$ cat config.mk
export PLATFORM = sky130hd
export DESIGN_NAME = drum_column_solver
export DESIGN_NICKNAME = d
export VERILOG_FILES = /design/src/rtl/drum_pkg.sv /design/src/rtl/drum_node_pipe.sv /design/src/rtl/drum_column_solver.sv
export SDC_FILE = /design/constraint.sdc
export NUM_CORES = 2
export LEC_CHECK = 0
export CORE_ASPECT_RATIO = 1.1
export CORE_MARGIN = 2
export CORE_UTILIZATION = 35
export CTS_CLUSTER_DIAMETER = 80
export DETAILED_ROUTE_END_ITERATION = 10
export SLEW_MARGIN = 20
export SYNTH_ARGS = -nofsm -noshare
export SYNTH_HDL_FRONTEND = slang
export SYNTH_HIERARCHICAL = 1
export SYNTH_SLANG_ARGS = --single-unit
$ cat constraint.sdc
create_clock -name clk -period 9.5 [get_ports clk]
set_input_delay 0.95 -clock clk [delete_from_list [all_inputs] [get_ports clk]]
set_output_delay 0.95 -clock clk [all_outputs]
set_load 0.05 [all_outputs]
$ cat src/rtl/drum_pkg.sv
// drum_pkg: shared fixed-point types, rho defaults, solver FSM states and saturation helper
package drum_pkg;
    localparam int W_DEF    = 18;
    localparam int FRAC_DEF = 17;
    typedef logic signed [W_DEF-1:0] fix_t;
    localparam fix_t RHO0_DEF    = 18'sh4000;
    localparam fix_t RHO_MAX_DEF = 18'sh7D70;
    typedef enum logic [2:0] {IDLE, RHO, STREAM, FLUSH, DRAIN} state_t;
    function automatic logic signed [63:0] sat_w(input logic signed [63:0] x, input int w);
        logic signed [63:0] hi, lo;
        hi = (64'sd1 <<< (w - 1)) - 64'sd1;
        lo = -(64'sd1 <<< (w - 1));
        return x > hi ? hi : (x < lo ? lo : x);
    endfunction
endpackage

$ cat src/rtl/drum_node_pipe.sv
// drum_node_pipe: three-stage node update (laplacian, rho scaling, damped time step)
module drum_node_pipe
    import drum_pkg::*;
#(
    parameter int W          = W_DEF,
    parameter int FRAC       = FRAC_DEF,
    parameter int PREV_SHIFT = 9,
    parameter int OUT_SHIFT  = 10,
    parameter int SATURATE   = 1,
    parameter int RW         = 5
) (
    input  logic                 clk,
    input  logic                 reset,
    input  logic                 iss_v,
    input  logic [RW-1:0]        iss_row,
    input  logic signed [W-1:0]  rho,
    input  logic signed [W-1:0]  u,
    input  logic signed [W-1:0]  prev,
    input  logic signed [W-1:0]  left,
    input  logic signed [W-1:0]  right,
    input  logic signed [W-1:0]  up,
    input  logic signed [W-1:0]  down,
    output logic                 out_valid,
    output logic [RW-1:0]        out_row,
    output logic signed [W-1:0]  out_u_next,
    output logic                 pend
);
    localparam int LW = W + 3;
    localparam int PW = 2 * W + 6;
    logic v1_q, v1_d, v2_q, v2_d, v3_q, v3_d;
    logic [RW-1:0] r1_q, r1_d, r2_q, r2_d, r3_q, r3_d;
    logic signed [W-1:0] u1_q, u1_d, p1_q, p1_d, u2_q, u2_d, p2_q, p2_d, o3_q, o3_d;
    logic signed [LW-1:0] lap_q, lap_d;
    logic signed [PW-1:0] lr_q, lr_d, p, r;
    always_comb begin
        v1_d  = iss_v;
        r1_d  = iss_row;
        u1_d  = u;
        p1_d  = prev;
        lap_d = LW'(left) + LW'(right) + LW'(up) + LW'(down) - (LW'(u) <<< 2);
        v2_d  = v1_q;
        r2_d  = r1_q;
        u2_d  = u1_q;
        p2_d  = p1_q;
        lr_d  = (PW'(lap_q) * PW'(rho)) >>> FRAC;
        v3_d  = v2_q;
        r3_d  = r2_q;
        // PW leaves headroom so the damping terms never overflow before the final narrowing
        p     = lr_q + (PW'(u2_q) <<< 1) - PW'(p2_q) + (PW'(p2_q) >>> PREV_SHIFT);
        r     = p - (p >>> OUT_SHIFT);
        o3_d  = SATURATE != 0 ? W'(sat_w(64'(r), W)) : W'(r);
    end
    always_ff @(posedge clk or posedge reset) begin
        if (reset) begin
            {v1_q, v2_q, v3_q} <= '0;
            {r1_q, r2_q, r3_q} <= '0;
            {u1_q, p1_q, u2_q, p2_q, o3_q} <= '0;
            lap_q <= '0;
            lr_q  <= '0;
        end else begin
            {v1_q, v2_q, v3_q} <= {v1_d, v2_d, v3_d};
            {r1_q, r2_q, r3_q} <= {r1_d, r2_d, r3_d};
            {u1_q, p1_q, u2_q, p2_q, o3_q} <= {u1_d, p1_d, u2_d, p2_d, o3_d};
            lap_q <= lap_d;
            lr_q  <= lr_d;
        end
    end
    assign out_valid  = v3_q;
    assign out_row    = r3_q;
    assign out_u_next = o3_q;
    assign pend       = v1_q | v2_q;
endmodule

$ cat src/rtl/drum_column_solver.sv
// drum_column_solver: streams one drum column per time step through the node pipeline
module drum_column_solver
    import drum_pkg::*;
#(
    parameter int W                    = W_DEF,
    parameter int FRAC                 = FRAC_DEF,
    parameter int ROWS                 = 32,
    parameter int G_SHIFT              = 3,
    parameter logic signed [W-1:0] RHO0    = RHO0_DEF,
    parameter logic signed [W-1:0] RHO_MAX = RHO_MAX_DEF,
    parameter int PREV_SHIFT           = 9,
    parameter int OUT_SHIFT            = 10,
    parameter int SATURATE             = 1
) (
    input  logic                       clk,
    input  logic                       reset,
    input  logic                       start,
    input  logic signed [W-1:0]        centre_u,
    input  logic                       in_valid,
    output logic                       in_ready,
    input  logic signed [W-1:0]        in_u,
    input  logic signed [W-1:0]        in_u_prev,
    input  logic signed [W-1:0]        in_u_left,
    input  logic signed [W-1:0]        in_u_right,
    output logic                       out_valid,
    output logic signed [W-1:0]        out_u_next,
    output logic [$clog2(ROWS)-1:0]    out_row,
    output logic signed [W-1:0]        rho_eff,
    output logic                       busy,
    output logic                       done
);
    localparam int RW = $clog2(ROWS);
    localparam int DW = 2 * W;
    state_t state_q, state_d;
    logic [RW-1:0] cnt_q, cnt_d, iss_row;
    logic signed [W-1:0] centre_q, centre_d, rho_q, rho_d, down_q, down_d;
    logic signed [W-1:0] cu_q, cu_d, cp_q, cp_d, cl_q, cl_d, cr_q, cr_d, iss_up;
    logic signed [DW-1:0] gx, sq, rsum;
    logic done_q, done_d, acc, flush, iss_v, pend;
    always_comb begin
        acc      = in_valid && state_q == STREAM;
        flush    = state_q == FLUSH;
        iss_v    = (acc && cnt_q != '0) || flush;
        iss_row  = flush ? RW'(ROWS - 1) : cnt_q - 1'b1;
        iss_up   = flush ? '0 : in_u;
        gx       = DW'(centre_q >>> G_SHIFT);
        sq       = (gx * gx) >>> FRAC;
        rsum     = sq + DW'(RHO0);
        state_d  = state_q;
        if (state_q == IDLE && start) state_d = RHO;
        if (state_q == RHO) state_d = STREAM;
        if (acc && cnt_q == RW'(ROWS - 1)) state_d = FLUSH;
        if (flush) state_d = DRAIN;
        if (state_q == DRAIN && !pend) state_d = IDLE;
        centre_d = (state_q == IDLE && start) ? centre_u : centre_q;
        rho_d    = state_q == RHO ? (rsum > DW'(RHO_MAX) ? RHO_MAX : rsum[W-1:0]) : rho_q;
        cnt_d    = state_q == RHO ? '0 : acc ? cnt_q + 1'b1 : cnt_q;
        // cu starts each step at zero so row 0 later sees a zero down neighbour
        cu_d     = state_q == RHO ? '0 : acc ? in_u : cu_q;
        down_d   = state_q == RHO ? '0 : acc ? cu_q : down_q;
        cp_d     = acc ? in_u_prev : cp_q;
        cl_d     = acc ? in_u_left : cl_q;
        cr_d     = acc ? in_u_right : cr_q;
        done_d   = state_q == DRAIN && !pend;
    end
    always_ff @(posedge clk or posedge reset) begin
        if (reset) begin
            state_q  <= IDLE;
            cnt_q    <= '0;
            {centre_q, rho_q, down_q, cu_q, cp_q, cl_q, cr_q} <= '0;
            done_q   <= 1'b0;
        end else begin
            state_q  <= state_d;
            cnt_q    <= cnt_d;
            {centre_q, rho_q, down_q, cu_q, cp_q, cl_q, cr_q} <=
                {centre_d, rho_d, down_d, cu_d, cp_d, cl_d, cr_d};
            done_q   <= done_d;
        end
    end
    drum_node_pipe #(
        .W(W), .FRAC(FRAC), .PREV_SHIFT(PREV_SHIFT), .OUT_SHIFT(OUT_SHIFT),
        .SATURATE(SATURATE), .RW(RW)
    ) u_pipe (
        .clk(clk), .reset(reset), .iss_v(iss_v), .iss_row(iss_row), .rho(rho_q),
        .u(cu_q), .prev(cp_q), .left(cl_q), .right(cr_q), .up(iss_up), .down(down_q),
        .out_valid(out_valid), .out_row(out_row), .out_u_next(out_u_next), .pend(pend)
    );
    assign in_ready = state_q == STREAM;
    assign busy     = state_q != IDLE;
    assign done     = done_q;
    assign rho_eff  = rho_q;
endmodule

==> implementation parameters <==
Parameter                              Value

Outcome
  Status ... complete, no violations

Die
  Row count ... 122
  Number of I/O pins ... 139
  Initial Util ... 35.2%
  Core region area ... 100000 sq um
  Die Wd ... 307 microns
  Height of the die ... 337 microns
  Total die area ... 104000 sq um

Clock tree
  Number of instances resized during post-cts repair ... 0
  Count of clock tree sinks ... 279
  Clk pin slew, worst setup/hold paths ... 0.06 ns
  Buffer cell driving the clock tree root ... sky130_fd_sc_hd__clkbuf_16
  Total clock buffers created by CTS ... 35
  H-tree level count ... 2
  Number of buffers inserted for hold repair after clock tree synthesis ... 0
  Setup bufs post-CTS ... 0
  Clock latency on the worst-skew pair ... 0.56 ns
  Clock tree buffer depth ... 3
  TritonCTS clock tree ... built

Placement
  Quantity of I/O buffers inserted on ports ... 132
  Routability Congestion ... 0.847
  Total instance count after detailed placement ... 4875
  DPL Wire Length ... 63800 microns
  Placement Cell Area ... 38000 sq um

Detailed routing
  DRC violation count after routing ... 0
  Wire length per cell after detailed routing ... 15.6 microns
  DRC violation total after the first TritonRoute iteration ... 931
  Vias ... 22900
  Post-detailed-route via-to-cell ratio ... 4.64
  Residual antenna-violating net count after detailed routing ... 0
  Post-Route WL ... 77100 microns
  TritonRoute pass-1 iters ... 6

Synthesis
  YS warnings ... 6
  Synthesized area per cell ... 9.99 sq um
  Top_reg_cell synth ... sky130_fd_sc_hd__dfrtp_1
  Post-Syn Area ... 35300 sq um
  Sequential-to-total area share from yosys stat ... 19.8%
  FF+latch count, synth ... 279
  Post-synthesis cell count ... 3537
  Proportion of register bits with asynchronous set or reset after synthesis ... 100%
  Number of enable-type register cells in the synthesized netlist ... 0
  Number of distinct library cell variants in the gate-level netlist after synthesis ... 82

Final layout
  Number of filler cells placed in the layout ... 10000
  Area added between synthesis and finish ... 10.8%
  Nets ... 4623
  Final instance area ... 39200 sq um
  Cell Count, Final, Fillers Out ... 4937
  Utilization after layout ... 39.0%
  Ratio of cells with drive above 1 in the final layout ... 5.59%

Critical path
  Most numerous cell on the critical path ... sky130_fd_sc_hd__fa_1
  Kind of end point of the critical path ... register
  Critical Path Start Type ... register
  R2r setup slk ... 1.75 ns
  CP Max Fanout ... 23
  Worst path arrival time ... 8.22 ns
  Delay of the slowest cell on the worst path ... 0.85 ns
  Slowest CP cell ... sky130_fd_sc_hd__dfrtp_1
  Critical path required time ... 9.98 ns
  Crit Path Class ... register to register

Flow run
  Maxcap violations ... 0

Global route
  Largest net degree at the start of global routing ... 93
  Global route total overflow ... 0
  Combined global-route utilization of all metal layers ... 15.5%
  Initial antenna violation count ... 5
  Global-route wire length before repair ... 129000 microns
  Via count of the first global-routing pass ... 24800

Timing
  Max Clk Rate ... 129 MHz
  Final min period ... 7.75 ns
  RSZ-0062 raised after global routing ... no
  Max transition margin ... 32.0%
  Final critical-path share of the clock period ... 81.5%
  Clock Skews ... 0.0306 ns
  Worst-margin pin slew ... 1.02 ns
  Final hold viol count ... 0
  Total Neg Setup Slack ... 0 ns
  Final max-slew violation count ... 0
  Final-report setup violation count ... 0

Worst hold path
  Classification of the worst-slack hold path ... register to register
-- cell families after synthesis --
family / synth area share (%)
AO/OA/AOI/OAI: 6.85
XOR/XNOR: 3.12
adder cells (fa/ha/maj): 46.8
buffers and inverters: 10.2
flip-flops: 19.8
multiplexers: 2.10
other: 0.0106
AND/OR/NAND/NOR: 11.3
-- path summary, 6_finish.rpt --
check | from | endpoint | depth (start not counted)
worst max register to register | rho_eff[3] | u_pipe/lr_q[21] | 25
min in group asynchronous | reset | down_q[13] | 2
max in group asynchronous | reset | u_pipe/out_u_next[7] | 3
worst min-delay path | u_pipe/r1_q[4] | u_pipe/r2_q[4] | 0
worst min register to register | u_pipe/r1_q[4] | u_pipe/r2_q[4] | 0
worst max-delay path | rho_eff[3] | u_pipe/lr_q[21] | 25
-- layout by cell type (no fill, tap or decap), types with 31 or more instances in the layout --
| cell type | netlist | routed |
|---|---|---|
| sky130_fd_sc_hd__clkdlybuf4s50_1 | 0 | 132 |
| sky130_fd_sc_hd__mux2_2 | 62 | 62 |
| sky130_fd_sc_hd__nand2b_1 | 31 | 31 |
| sky130_fd_sc_hd__clkbuf_16 | 0 | 36 |
| sky130_fd_sc_hd__a21oi_1 | 66 | 66 |
| sky130_fd_sc_hd__fa_1 | 668 | 668 |
| sky130_fd_sc_hd__dfrtp_1 | 279 | 279 |
| sky130_fd_sc_hd__nand2_1 | 438 | 438 |
| sky130_fd_sc_hd__o21ai_0 | 99 | 99 |
| sky130_fd_sc_hd__xor2_1 | 35 | 35 |
| sky130_fd_sc_hd__nor2_1 | 84 | 83 |
| sky130_fd_sc_hd__and2_1 | 174 | 173 |
| sky130_fd_sc_hd__xnor2_1 | 89 | 89 |
| sky130_fd_sc_hd__inv_1 | 809 | 807 |
| sky130_fd_sc_hd__a21o_1 | 33 | 33 |
| sky130_fd_sc_hd__ha_1 | 251 | 251 |
-- state kept, by name (all words and copies together) (netlist names), 3 cells and up --
register and cells:
u_pipe/lap_q 21, cnt_q 5, u_pipe/r2_q 5, state_q 3
u_pipe/p1_q 18, u_pipe/out_row 5, cu_q 18, cp_q 18
u_pipe/out_u_next 18, u_pipe/lr_q 22, u_pipe/p2_q 18, u_pipe/r1_q 5
cl_q 18, rho_eff 14, u_pipe/u2_q 18, cr_q 18
down_q 18, u_pipe/u1_q 18, centre_q 15
-- metrics by stage --
stage	hold WS, ns	setup slack (ns)
after floorplan	0.331	2.57
after global placement	0.333	1.69
after detailed placement	0.335	1.58
after CTS	0.347	1.57
after global routing	0.348	1.32
final	0.346	1.75
-- cell usage after synthesis, drive strengths merged (7+ instances only) --
master	count	share of area, %
inv	809	8.6
fa	668	38
nand2	438	4.7
dfrtp	279	20
ha	251	8.9
and2	175	3.1
o21ai	118	1.8
clkbuf	114	1.2
xnor2	89	2.2
nor2	84	0.89
a21oi	67	0.96
mux2	62	2.0
xor2	36	0.91
a21o	33	0.70
nand2b	31	0.55
nor3	29	0.41
o21a	23	0.51
buf	20	0.35
nand3	18	0.27
a31oi	17	0.36
nor2b	16	0.28
o31ai	15	0.40
or2	14	0.25
nand4	11	0.19
a211oi	10	0.23
a31o	9	0.25
o21bai	9	0.19
and3	8	0.14
or3	8	0.14
o211ai	7	0.15
-- area by class of cell --
cell class                      count  area (sq um)  share of cell area, %
Multi-Input combinational cell   2327         24800                   63.4
Clock buffer                       43           967                   2.47
Clock inverter                     18           186                  0.476
Antenna cell                        1          2.50                0.00639
Sequential cell                   279          6980                   17.8
Inverter                          809          3050                   7.78
Tap cell                         1302          1630                   4.16
Timing Repair Buffer              158          1520                   3.87
-- per-layer routing --
layer	part of all wire (%)	global-route usage [%]
met5	0.017	0
met4	1.7	3.20
met1	46	20.6
met2	49	27.2
met3	3.6	2.20
-- critical path, delay by kind of cell, from the launching register on --
kind                       cells  cell delay, ns
adders and majority gates      7            3.34
AOI/OAI and AO/OA             12            2.87
DFF                            1            0.85
and+or+nand+nor                2            0.33
buffers and inverters          3            0.15
xor gates and xnor gates       1            0.13
Power is not shown: default switching activity piles up to over one toggle a cycle in this logic, so the estimate is an artifact.
